**src/rtl/sha512_msg_pad_if.sv**
```systemverilog
// Message-word in / padded-block out handshake bundle for sha512_msg_pad.
// master = host/DMA side, slave = padding block.
interface sha512_msg_pad_if;
    logic [63:0]   in_data;
    logic          in_valid;
    logic          in_ready;
    logic          in_last;
    logic [3:0]    in_bytes;
    logic [1023:0] blk_data;
    logic          blk_valid;
    logic          blk_ready;
    logic          blk_first;
    logic          blk_last;

    modport master (
        output in_data, in_valid, in_last, in_bytes, blk_ready,
        input  in_ready, blk_data, blk_valid, blk_first, blk_last
    );

    modport slave (
        input  in_data, in_valid, in_last, in_bytes, blk_ready,
        output in_ready, blk_data, blk_valid, blk_first, blk_last
    );
endinterface

```
**src/rtl/sha512_msg_pad.sv**
```systemverilog
// SHA-512 message padder: packs 64-bit words into 1024-bit blocks with 0x80, zero fill and
// 128-bit bit length. Define SHA_PAD_BYTE_SWAP_EN for little-endian (byte 0 = LSB) input words.
module sha512_msg_pad #(
    parameter int LEN_W = 64
) (
    input  logic            clk,
    input  logic            rst,
    sha512_msg_pad_if.slave bus
);
    typedef enum logic [1:0] {FILL, EMIT, PADBLK} state_e;

    state_e            state_q, state_d;
    logic [0:15][63:0] buf_q, buf_d;
    logic [3:0]        idx_q, idx_d;
    logic [LEN_W-1:0]  len_q, len_d;
    logic              in_ready_q, in_ready_d;
    logic              blk_valid_q, blk_valid_d;
    logic              blk_first_q, blk_first_d;
    logic              blk_last_q, blk_last_d;
    logic              pad_pend_q, pad_pend_d;
    logic              pad_lead_q, pad_lead_d;

    logic              accept;
    logic [63:0]       word;
    logic [63:0]       kept;
    logic [3:0]        nb;
    logic [7:0]        b;
    logic [LEN_W-1:0]  len_new;

`ifdef SHA_PAD_BYTE_SWAP_EN
    always_comb begin
        for (int i = 0; i < 8; i++) begin
            word[63-8*i -: 8] = bus.in_data[8*i +: 8];
        end
    end
`else
    assign word = bus.in_data;
`endif

    always_comb begin
        // NOTE: every _d starts from its hold value so no path through this block infers a latch.
        state_d     = state_q;
        buf_d       = buf_q;
        idx_d       = idx_q;
        len_d       = len_q;
        blk_first_d = blk_first_q;
        blk_last_d  = blk_last_q;
        pad_pend_d  = pad_pend_q;
        pad_lead_d  = pad_lead_q;

        accept  = bus.in_valid & in_ready_q;
        nb      = (bus.in_bytes > 4'd8) ? 4'd8 : bus.in_bytes;
        b       = {1'b0, idx_q, 3'b000} + {4'b0000, nb};
        len_new = bus.in_last ? len_q + LEN_W'({nb, 3'b000}) : len_q + LEN_W'(64);
        kept    = word & ~(64'hFFFF_FFFF_FFFF_FFFF >> {nb, 3'b000});

        unique case (state_q)
            FILL: begin
                if (accept) begin
                    len_d = len_new;
                    idx_d = idx_q + 4'd1;
                    if (!bus.in_last) begin
                        buf_d[idx_q] = word;
                        if (idx_q == 4'd15) begin
                            state_d    = EMIT;
                            blk_last_d = 1'b0;
                            pad_pend_d = 1'b0;
                        end
                    end else begin
                        // A full final word pushes the 0x80 marker into the next slot.
                        if (nb != 4'd8) begin
                            buf_d[idx_q] = kept | (64'h80 << {3'd7 - nb[2:0], 3'b000});
                        end else begin
                            buf_d[idx_q] = kept;
                            if (idx_q != 4'd15) buf_d[idx_q + 4'd1] = 64'h8000_0000_0000_0000;
                        end
                        state_d = EMIT;
                        if (b <= 8'd111) begin
                            buf_d[14:15] = 128'(len_new);
                            blk_last_d   = 1'b1;
                            pad_pend_d   = 1'b0;
                        end else begin
                            blk_last_d = 1'b0;
                            pad_pend_d = 1'b1;
                            pad_lead_d = (b == 8'd128);
                        end
                    end
                end
            end
            EMIT: begin
                if (bus.blk_ready) begin
                    blk_first_d = 1'b0;
                    buf_d       = '0;
                    idx_d       = 4'd0;
                    if (blk_last_q) begin
                        len_d       = '0;
                        blk_first_d = 1'b1;
                        state_d     = FILL;
                    end else if (pad_pend_q) begin
                        state_d = PADBLK;
                    end else begin
                        state_d = FILL;
                    end
                end
            end
            PADBLK: begin
                buf_d = '0;
                if (pad_lead_q) buf_d[0] = 64'h8000_0000_0000_0000;
                buf_d[14:15] = 128'(len_q);
                blk_last_d   = 1'b1;
                pad_pend_d   = 1'b0;
                state_d      = EMIT;
            end
            default: state_d = FILL;
        endcase

        in_ready_d  = (state_d == FILL);
        blk_valid_d = (state_d == EMIT);
    end

    always_ff @(posedge clk) begin
        if (!rst) begin
            state_q     <= FILL;
            // NOTE: the block buffer is reset, not just idx, because zero fill relies on unwritten slots reading 0.
            buf_q       <= '0;
            idx_q       <= 4'd0;
            len_q       <= '0;
            in_ready_q  <= 1'b0;
            blk_valid_q <= 1'b0;
            blk_first_q <= 1'b1;
            blk_last_q  <= 1'b0;
            pad_pend_q  <= 1'b0;
            pad_lead_q  <= 1'b0;
        end else begin
            // NOTE: non-blocking so every flop samples the pre-edge _d values regardless of statement order.
            state_q     <= state_d;
            buf_q       <= buf_d;
            idx_q       <= idx_d;
            len_q       <= len_d;
            in_ready_q  <= in_ready_d;
            blk_valid_q <= blk_valid_d;
            blk_first_q <= blk_first_d;
            blk_last_q  <= blk_last_d;
            pad_pend_q  <= pad_pend_d;
            pad_lead_q  <= pad_lead_d;
        end
    end

    assign bus.in_ready  = in_ready_q;
    assign bus.blk_data  = buf_q;
    assign bus.blk_valid = blk_valid_q;
    assign bus.blk_first = blk_first_q;
    assign bus.blk_last  = blk_last_q;
endmodule

```
**src/flat_wrapper.sv**
```systemverilog
// flat-port wrapper written by rule: the top's interface ports become plain ports
module sha512_msg_pad_flat 
#(
    parameter int LEN_W = 64
)
  (clk, rst, bus_in_data, bus_in_valid, bus_in_last, bus_in_bytes, bus_blk_ready, bus_in_ready, bus_blk_data, bus_blk_valid, bus_blk_first, bus_blk_last);
  sha512_msg_pad_if bus_i ();
  input  logic clk;
  input  logic rst;
  input wire logic [$bits(bus_i.in_data)-1:0] bus_in_data;
  input wire logic [$bits(bus_i.in_valid)-1:0] bus_in_valid;
  input wire logic [$bits(bus_i.in_last)-1:0] bus_in_last;
  input wire logic [$bits(bus_i.in_bytes)-1:0] bus_in_bytes;
  input wire logic [$bits(bus_i.blk_ready)-1:0] bus_blk_ready;
  output wire logic [$bits(bus_i.in_ready)-1:0] bus_in_ready;
  output wire logic [$bits(bus_i.blk_data)-1:0] bus_blk_data;
  output wire logic [$bits(bus_i.blk_valid)-1:0] bus_blk_valid;
  output wire logic [$bits(bus_i.blk_first)-1:0] bus_blk_first;
  output wire logic [$bits(bus_i.blk_last)-1:0] bus_blk_last;
  assign bus_i.in_data = bus_in_data;
  assign bus_i.in_valid = bus_in_valid;
  assign bus_i.in_last = bus_in_last;
  assign bus_i.in_bytes = bus_in_bytes;
  assign bus_i.blk_ready = bus_blk_ready;
  assign bus_in_ready = bus_i.in_ready;
  assign bus_blk_data = bus_i.blk_data;
  assign bus_blk_valid = bus_i.blk_valid;
  assign bus_blk_first = bus_i.blk_first;
  assign bus_blk_last = bus_i.blk_last;
  sha512_msg_pad #(.LEN_W(LEN_W)) u_core (.clk(clk), .rst(rst), .bus(bus_i));
endmodule
```
**config.mk**
```make
export PLATFORM = sky130hd
export DESIGN_NAME = sha512_msg_pad_flat
export DESIGN_NICKNAME = d
export VERILOG_FILES = /design/src/rtl/sha512_msg_pad_if.sv /design/src/rtl/sha512_msg_pad.sv /design/src/flat_wrapper.sv
export SDC_FILE = /design/constraint.sdc
export NUM_CORES = 2
export LEC_CHECK = 0
export BUFFER_PORTS_ARGS = -buffer_cell sky130_fd_sc_hd__buf_2
export CORE_AREA = 8 8 422 424
export DETAILED_ROUTE_END_ITERATION = 12
export DIE_AREA = 0 0 430 432
export GPL_ROUTABILITY_DRIVEN = 0
export PLACE_DENSITY = 0.48
export REMOVE_ABC_BUFFERS = 1
export SLEW_MARGIN = 10
export SYNTH_ARGS = -nofsm -noshare
export SYNTH_HDL_FRONTEND = slang
export SYNTH_SLANG_ARGS = --single-unit
```
**constraint.sdc**
```tcl
create_clock -name clk -period 6.65 [get_ports clk]
set_input_delay 0.9975 -clock clk [delete_from_list [all_inputs] [get_ports clk]]
set_output_delay 0.9975 -clock clk [all_outputs]
set_load 0.01 [all_outputs]
```
# After elaboration in Yosys (flattened, before gate mapping)
# Cells that the tools add are included.
word_totals:
  register_bits: 1100
  latchBits: 0
  mem_bits_rw: 0
  rom_bits: 0
  input_bits: 73
  out_inout_bits: 1028
  elab_cells: 113
  n_memories: 0
op_classes:
  add_sub_neg: 5
  n_mul: 0
  div_mod_pow: 0
  magnitude_cmp: 6
  n_eq_ne: 11
  shifts: 2
  mux: 41
  n_bitwise: 10
  reduce_logical: 13
op_table:
  columns: ["cell", "n"]
  rows:
  - ["$mux W1024", 5]
  - ["$bwmux W1024", 3]
  - ["$pmux W1024 S3", 1]
  - ["$and A1008 B1008 Y1008", 1]
  - ["$not A1008 Y1008", 1]
  - ["$demux W64 S4", 2]
  - ["$mux W64", 7]
  - ["$mux W128", 1]
  - ["$pmux W64 S2", 1]
  - ["$add A64 B7 Y64", 1]
  - ["$add A64 B7 Y64 const B", 1]
  - ["$and A64 B64 Y64", 1]
  - ["$not A64 Y64", 1]
  - ["$or A64 B64 Y64", 1]
  - ["$shl A8 B6 Y64 const A", 1]
  - ["$shr A64 B7 Y64 const A", 1]
  - ["$or A16 B16 Y16", 1]
  - ["$mux W2", 6]
  - ["$mux W4", 3]
  - ["$ge A5 B5 Y1 const B", 2]
  - ["$lt A5 B1 Y1 const B", 2]
  - ["$not A4 Y5", 2]
  - ["$reduce_and A3 Y1", 3]
  - ["$add A7 B4 Y8", 1]
  - ["other kinds (24)", 39]

# Longest topological paths before layout
depth:
  word_depth: 14
  mapped_depth: 14
  mapped_depth_nobuf: 10

# Worst setup path after synthesis
# Ideal clock, no wire load.
synth_timing:
  path_type: "input to register"
  start: "input port bus_in_bytes[3]"
  end: "register u_core.buf_q (netlist bit u_core.bus.blk_data[58])"
  setup_ps: 120
  t_arrival_ps: 4054
  required_ps: 6530
  setup_slack_ps: 2477
  path_stages: 13
  path_buffers: 5
  cell_sequence: "buf_2 > clkbuf_1 > clkbuf_1 > buf_1 > nor2b_1 > ha_1 > nand4b_1 > a31o_2 > a211o_1 > buf_6 > nor4_4 > xor2_1 > a211o_1"
synth_via:
  elab_chain_len: 13
  elab_cells_between_ends: 22
  classes_between: "3 x add/sub; 2 x order compare; 1 x eq/ne; 2 x shift; 10 x mux; 4 x bitwise"
synth_lines:
  columns: ["item", "line", "rtl"]
  rows:
  - ["start, declared", "flat_wrapper.sv:13", "input wire logic [$bits(bus_i.in_bytes)-1:0] bus_in_bytes;"]
  - ["$gt A4 B4 Y1", "sha512_msg_pad.sv:52", "nb = (bus.in_bytes > 4'd8) ? 4'd8 : bus.in_bytes;"]
  - ["$mux W4 *", "sha512_msg_pad.sv:52", null]
  - ["$shr A64 B7 Y64", "sha512_msg_pad.sv:55", "kept = word & ~(64'hFFFF_FFFF_FFFF_FFFF >> {nb, 3'b000});"]
  - ["$not A64 Y64", "sha512_msg_pad.sv:55", null]
  - ["$and A64 B64 Y64", "sha512_msg_pad.sv:55", null]
  - ["$bwmux W1024", "sha512_msg_pad.sv:74", "buf_d[idx_q] = kept;"]
  - ["$and A1008 B1008 Y1008 (no line)", null, null]
  - ["$mux W1024", "sha512_msg_pad.sv:75", "if (idx_q != 4'd15) buf_d[idx_q + 4'd1] = 64'h8000_0000_0000_0000;"]
  - ["$mux W1024", "sha512_msg_pad.sv:71", "if (nb != 4'd8) begin"]
  - ["$mux W128 *", "sha512_msg_pad.sv:78", "if (b <= 8'd111) begin"]
  - ["$mux W1024 *", "sha512_msg_pad.sv:62", "if (!bus.in_last) begin"]
  - ["$mux W1024 *", "sha512_msg_pad.sv:59", "if (accept) begin"]
  - ["$pmux W1024 S3 *", "sha512_msg_pad.sv:57", "unique case (state_q)"]
  - ["end signal, assigned", "sha512_msg_pad.sv:137", "buf_q <= buf_d;"]
  - ["end, declared", "sha512_msg_pad.sv:13", "logic [0:15][63:0] buf_q, buf_d;"]
# Every way passes the cells marked *; elsewhere a longest branch is shown, timed or not. The select of a mux whose other input is x is not followed.
# A chain may end at the register's enable or synchronous reset.

# Worst setup path after layout
layout_timing:
  start: "register u_core.state_q[1]"
  end: "register u_core.buf_q (netlist bit u_core.bus.blk_data[711])"
layout_via:
  elab_chain_len: 3
  elab_cells_between_ends: 8
  classes_between: "4 x eq/ne; 1 x mux; 3 x reduce/logical"
layout_lines:
  columns: ["item", "line", "rtl"]
  rows:
  - ["start, declared", "sha512_msg_pad.sv:12", "state_e state_q, state_d;"]
  - ["start signal, assigned", "sha512_msg_pad.sv:136", "state_q <= state_d;"]
  - ["$eq A2 B1 Y1 (tied with other cells)", "sha512_msg_pad.sv:57", null]
  - ["$ne A2 B2 Y1 (no line) (tied with other cells)", null, null]
  - ["$reduce_and A3 Y1 (no line)", null, null]
# Parallel ways exist; a longest one is shown, timed or not.

==> qor.yml <==
cp.arrival_ns: 4.83
cts_buffers: 133
period_needed_ns: 4.120
synth_area_um2: 42800
die_y_um: 432
clock_latency_ns: 0.80
p_leak_uw: 0.02268
synth_edf_count: 0
dr.pass1.iters: 6
synth_compound_area_share_pct: 26.45
antenna_left: 0
synth.top_cell.area_share_pct: 51.31
layout.nets: 5708
crit_path_max_incr_delay_ns: 0.77
synth_top_family_by_area: "compound AO/OA/AOI/OAI gates"
crit_chain: "inv_1 > ha_1 > nand2b_1 > nand3b_1 > buf_4 > nor2_1 > and3_4 > buf_4 > o21ai_0 > a21oi_1"
io_pins: 1101
cts_hold_buf: 0
hold_path_class: "flip-flop to flip-flop"
die_area_um2: 185800
nFillCells: 18040
finalWorstSetupSlack_ns: 2.530
cts_max_level: 4
critPathMaxFanout: 34
dp_slack_ns: 2.129
tritoncts: "yes"
area_delta_synth_final_pct: 27.86
rsz0062_at_grt: "false"
grtUsageMet3_pct: 7.121
ys_ff_latch: 1097
critical_path.most_common_cell: "buf_4"
synthSimpleGateAreaFrac_pct: 15.41
vias: 43540
synth_cells: 4804
grt_pass1_wl_um: 334600
synth_cell_types: 95
core-area_um2: 171000
clock-sinks: 1097
max-slew-margin-rel_pct: 13.12
grtUsageTotal_pct: 24.73
post-cts-setup-buffers: 0
worst_pin_slew_ns: 1.303
drv_slew: 0
path_clk_slew_ns: 0.06
async_reset_ff_share_pct: 0
final_hold_viol_count: 0
grt-ovfl-total: 0
cp-end-kind: "flip-flop"
synth_top_area_cell: "dfxtp_1"
grt_pass1_vias: 40900
viasPerCell: 5.470
synth.area.mux_share_pct: 0.2222
grt_util_met1_pct: 28.98
cts_root_buf: "clkbuf_16"
startpoint_type: "flip-flop"
finalClockSkew_ns: 0.05059
fin_crit_sh_pct: 61.96
netlist_top_cells_count: "dfxtp_1 (1,097), nor2_1 (991), a22oi_1 (873)"
tns_ns: 0
cpMaxStageDelayCell: "and3_4"
synthAdderAreaFrac_pct: 0.5262
status: "completed"
ir_drop_uv: 242.0
rows: 152
synthXorXnorAreaFrac_pct: 1.023
synthFlopType: "dfxtp_1"
max_freq_ghz: 0.2427
wirelength_um: 246600
cts_resized: 0
dr.first_iter.drc_count: 5425
syn_avg_cell_area_um2: 8.910
yosysWarningCount: 0
antenna_found_initial: 21
drive_gt1_share_pct: 26.49
worstPathRequired_ns: 7.36
io_buffers: 1100
post-dp-hpwl_um: 171700
p_per_area_nw_per_um2: 277.2
synth_area_leaders: "dfxtp_1 (51%), a22oi_1 (15%), nor2_1 (8.7%)"
die_w_um: 430
cts_buffer_depth: 3
avgRoutedWirePerCell_um: 30.98
yosysMostFrequentCell: "dfxtp_1"
use_met2_pct: 39.98
worstSetupPathType: "flip-flop to flip-flop"
start_util_pct: 25.03
grt_max_degree: 214
grt-busiest-layer: "met2"
max-cap-violations: 0
drc: 0
ys_seq_area_share_pct: 51.31
finalSetupViolCount: 0
-- state kept, by name (all words and copies together) (netlist names) --
signal / flops
u_core.pad_lead_q: 1
u_core.bus.blk_first: 1
u_core.bus.blk_last: 1
u_core.bus.in_ready: 1
u_core.state_q: 2
u_core.len_q: 61
u_core.bus.blk_data: 1024
u_core.pad_pend_q: 1
u_core.idx_q: 4
u_core.bus.blk_valid: 1
-- worst max-delay path: cells and delay by family (launching register included) --
family          cells  cell delay (ns)
flops               1             0.41
fa+ha+maj           1             0.33
simple gates        4             1.79
buf+inv             3             1.07
compound gates      2             0.39
-- final timing paths --
check                           cells past startpoint                        to  slack (ns)                startpoint
worst max-delay path                               10  u_core.bus.blk_data[711]        2.53         u_core.state_q[1]
worst min-delay path                                2  u_core.bus.blk_data[711]        0.45  u_core.bus.blk_data[711]
worst min register to register                      2  u_core.bus.blk_data[711]        0.45  u_core.bus.blk_data[711]
worst max register to register                     10  u_core.bus.blk_data[711]        2.53         u_core.state_q[1]
-- routing by layer --
metal / routed length, um / part of all wire, %
met1: 93020 / 38
met2: 113000 / 46
met3: 23530 / 9.5
met4: 17030 / 6.9
met5: 0 / 0
-- cell usage in the layout (no fill, tap or decap), types with 9 or more instances in the layout --
cell type / synthesis / layout
nor3_1: 60 / 58
inv_1: 18 / 17
nand3b_1: 10 / 10
clkinv_2: 0 / 19
a211oi_1: 16 / 16
nor4_1: 15 / 15
ha_1: 18 / 17
clkbuf_8: 0 / 28
nand4_1: 21 / 21
buf_4: 7 / 105
a32oi_1: 10 / 10
a21oi_1: 186 / 182
nand2_1: 175 / 174
a22o_1: 96 / 96
and2_1: 59 / 59
a31oi_1: 19 / 18
dfxtp_1: 1097 / 1097
o211ai_1: 18 / 18
a221o_1: 13 / 13
a22oi_1: 873 / 873
o21ai_1: 54 / 41
o31ai_1: 9 / 9
buf_2: 52 / 1100
o21ai_4: 0 / 13
clkbuf_1: 450 / 30
or3_1: 9 / 9
nor2_1: 991 / 982
o21ai_0: 104 / 103
clkbuf_16: 0 / 133
xor2_1: 24 / 24
a221oi_1: 52 / 52
o21a_1: 12 / 11
nand2b_1: 11 / 11
nand3_1: 48 / 47
xnor2_1: 26 / 26
a21o_1: 23 / 23
and3_1: 29 / 25
-- cell families (layout without fill, tap and decap cells) --
| family | Yosys count | count (layout) |
|---|---|---|
| multiplexers | 9 | 9 |
| flip-flops | 1097 | 1097 |
| AO/OA/AOI/OAI | 1571 | 1571 |
| buffers and inverters | 550 | 1465 |
| AND/OR/NAND/NOR | 1509 | 1509 |
| other | 0 | 7 |
| XOR/XNOR | 50 | 50 |
| adder cells (fa/ha/maj) | 18 | 18 |
-- cell type report --
| cell class | instances | area [um^2] | area share [%] |
|---|---|---|---|
| Sequential cell | 1097 | 21960 | 40.13 |
| Multi-Input combinational cell | 3157 | 19060 | 34.82 |
| Timing Repair Buffer | 1209 | 6374 | 11.65 |
| Clock buffer | 191 | 3826 | 6.991 |
| Tap cell | 2233 | 2794 | 5.105 |
| Clock inverter | 46 | 621.8 | 1.136 |
| Inverter | 19 | 78.83 | 0.1440 |
| Antenna cell | 7 | 17.52 | 0.03201 |
-- stage by stage --
stage	utilization [%]	cell area, um^2	cells	hold slack, ns	power [uW]
detailed placement	29.40	50260	7715	0.4423	7865
finish	32.01	54730	7959	0.4512	15170
floorplan	-	40710	4273	0.4456	7244
global placement	29.40	50260	7715	0.4344	7864
CTS	32.00	54710	7952	0.3978	15300
global route	32.01	54730	7958	0.4285	15610
-- where the power goes --
group          switching [uW]  total, uW  internal, uW
Clock                    3180       7440          4260
Combinational             862       1080           216
Sequential               36.1       6650          6620
Total                    4070      15200         11100
(Power assumes the default switching activity.)
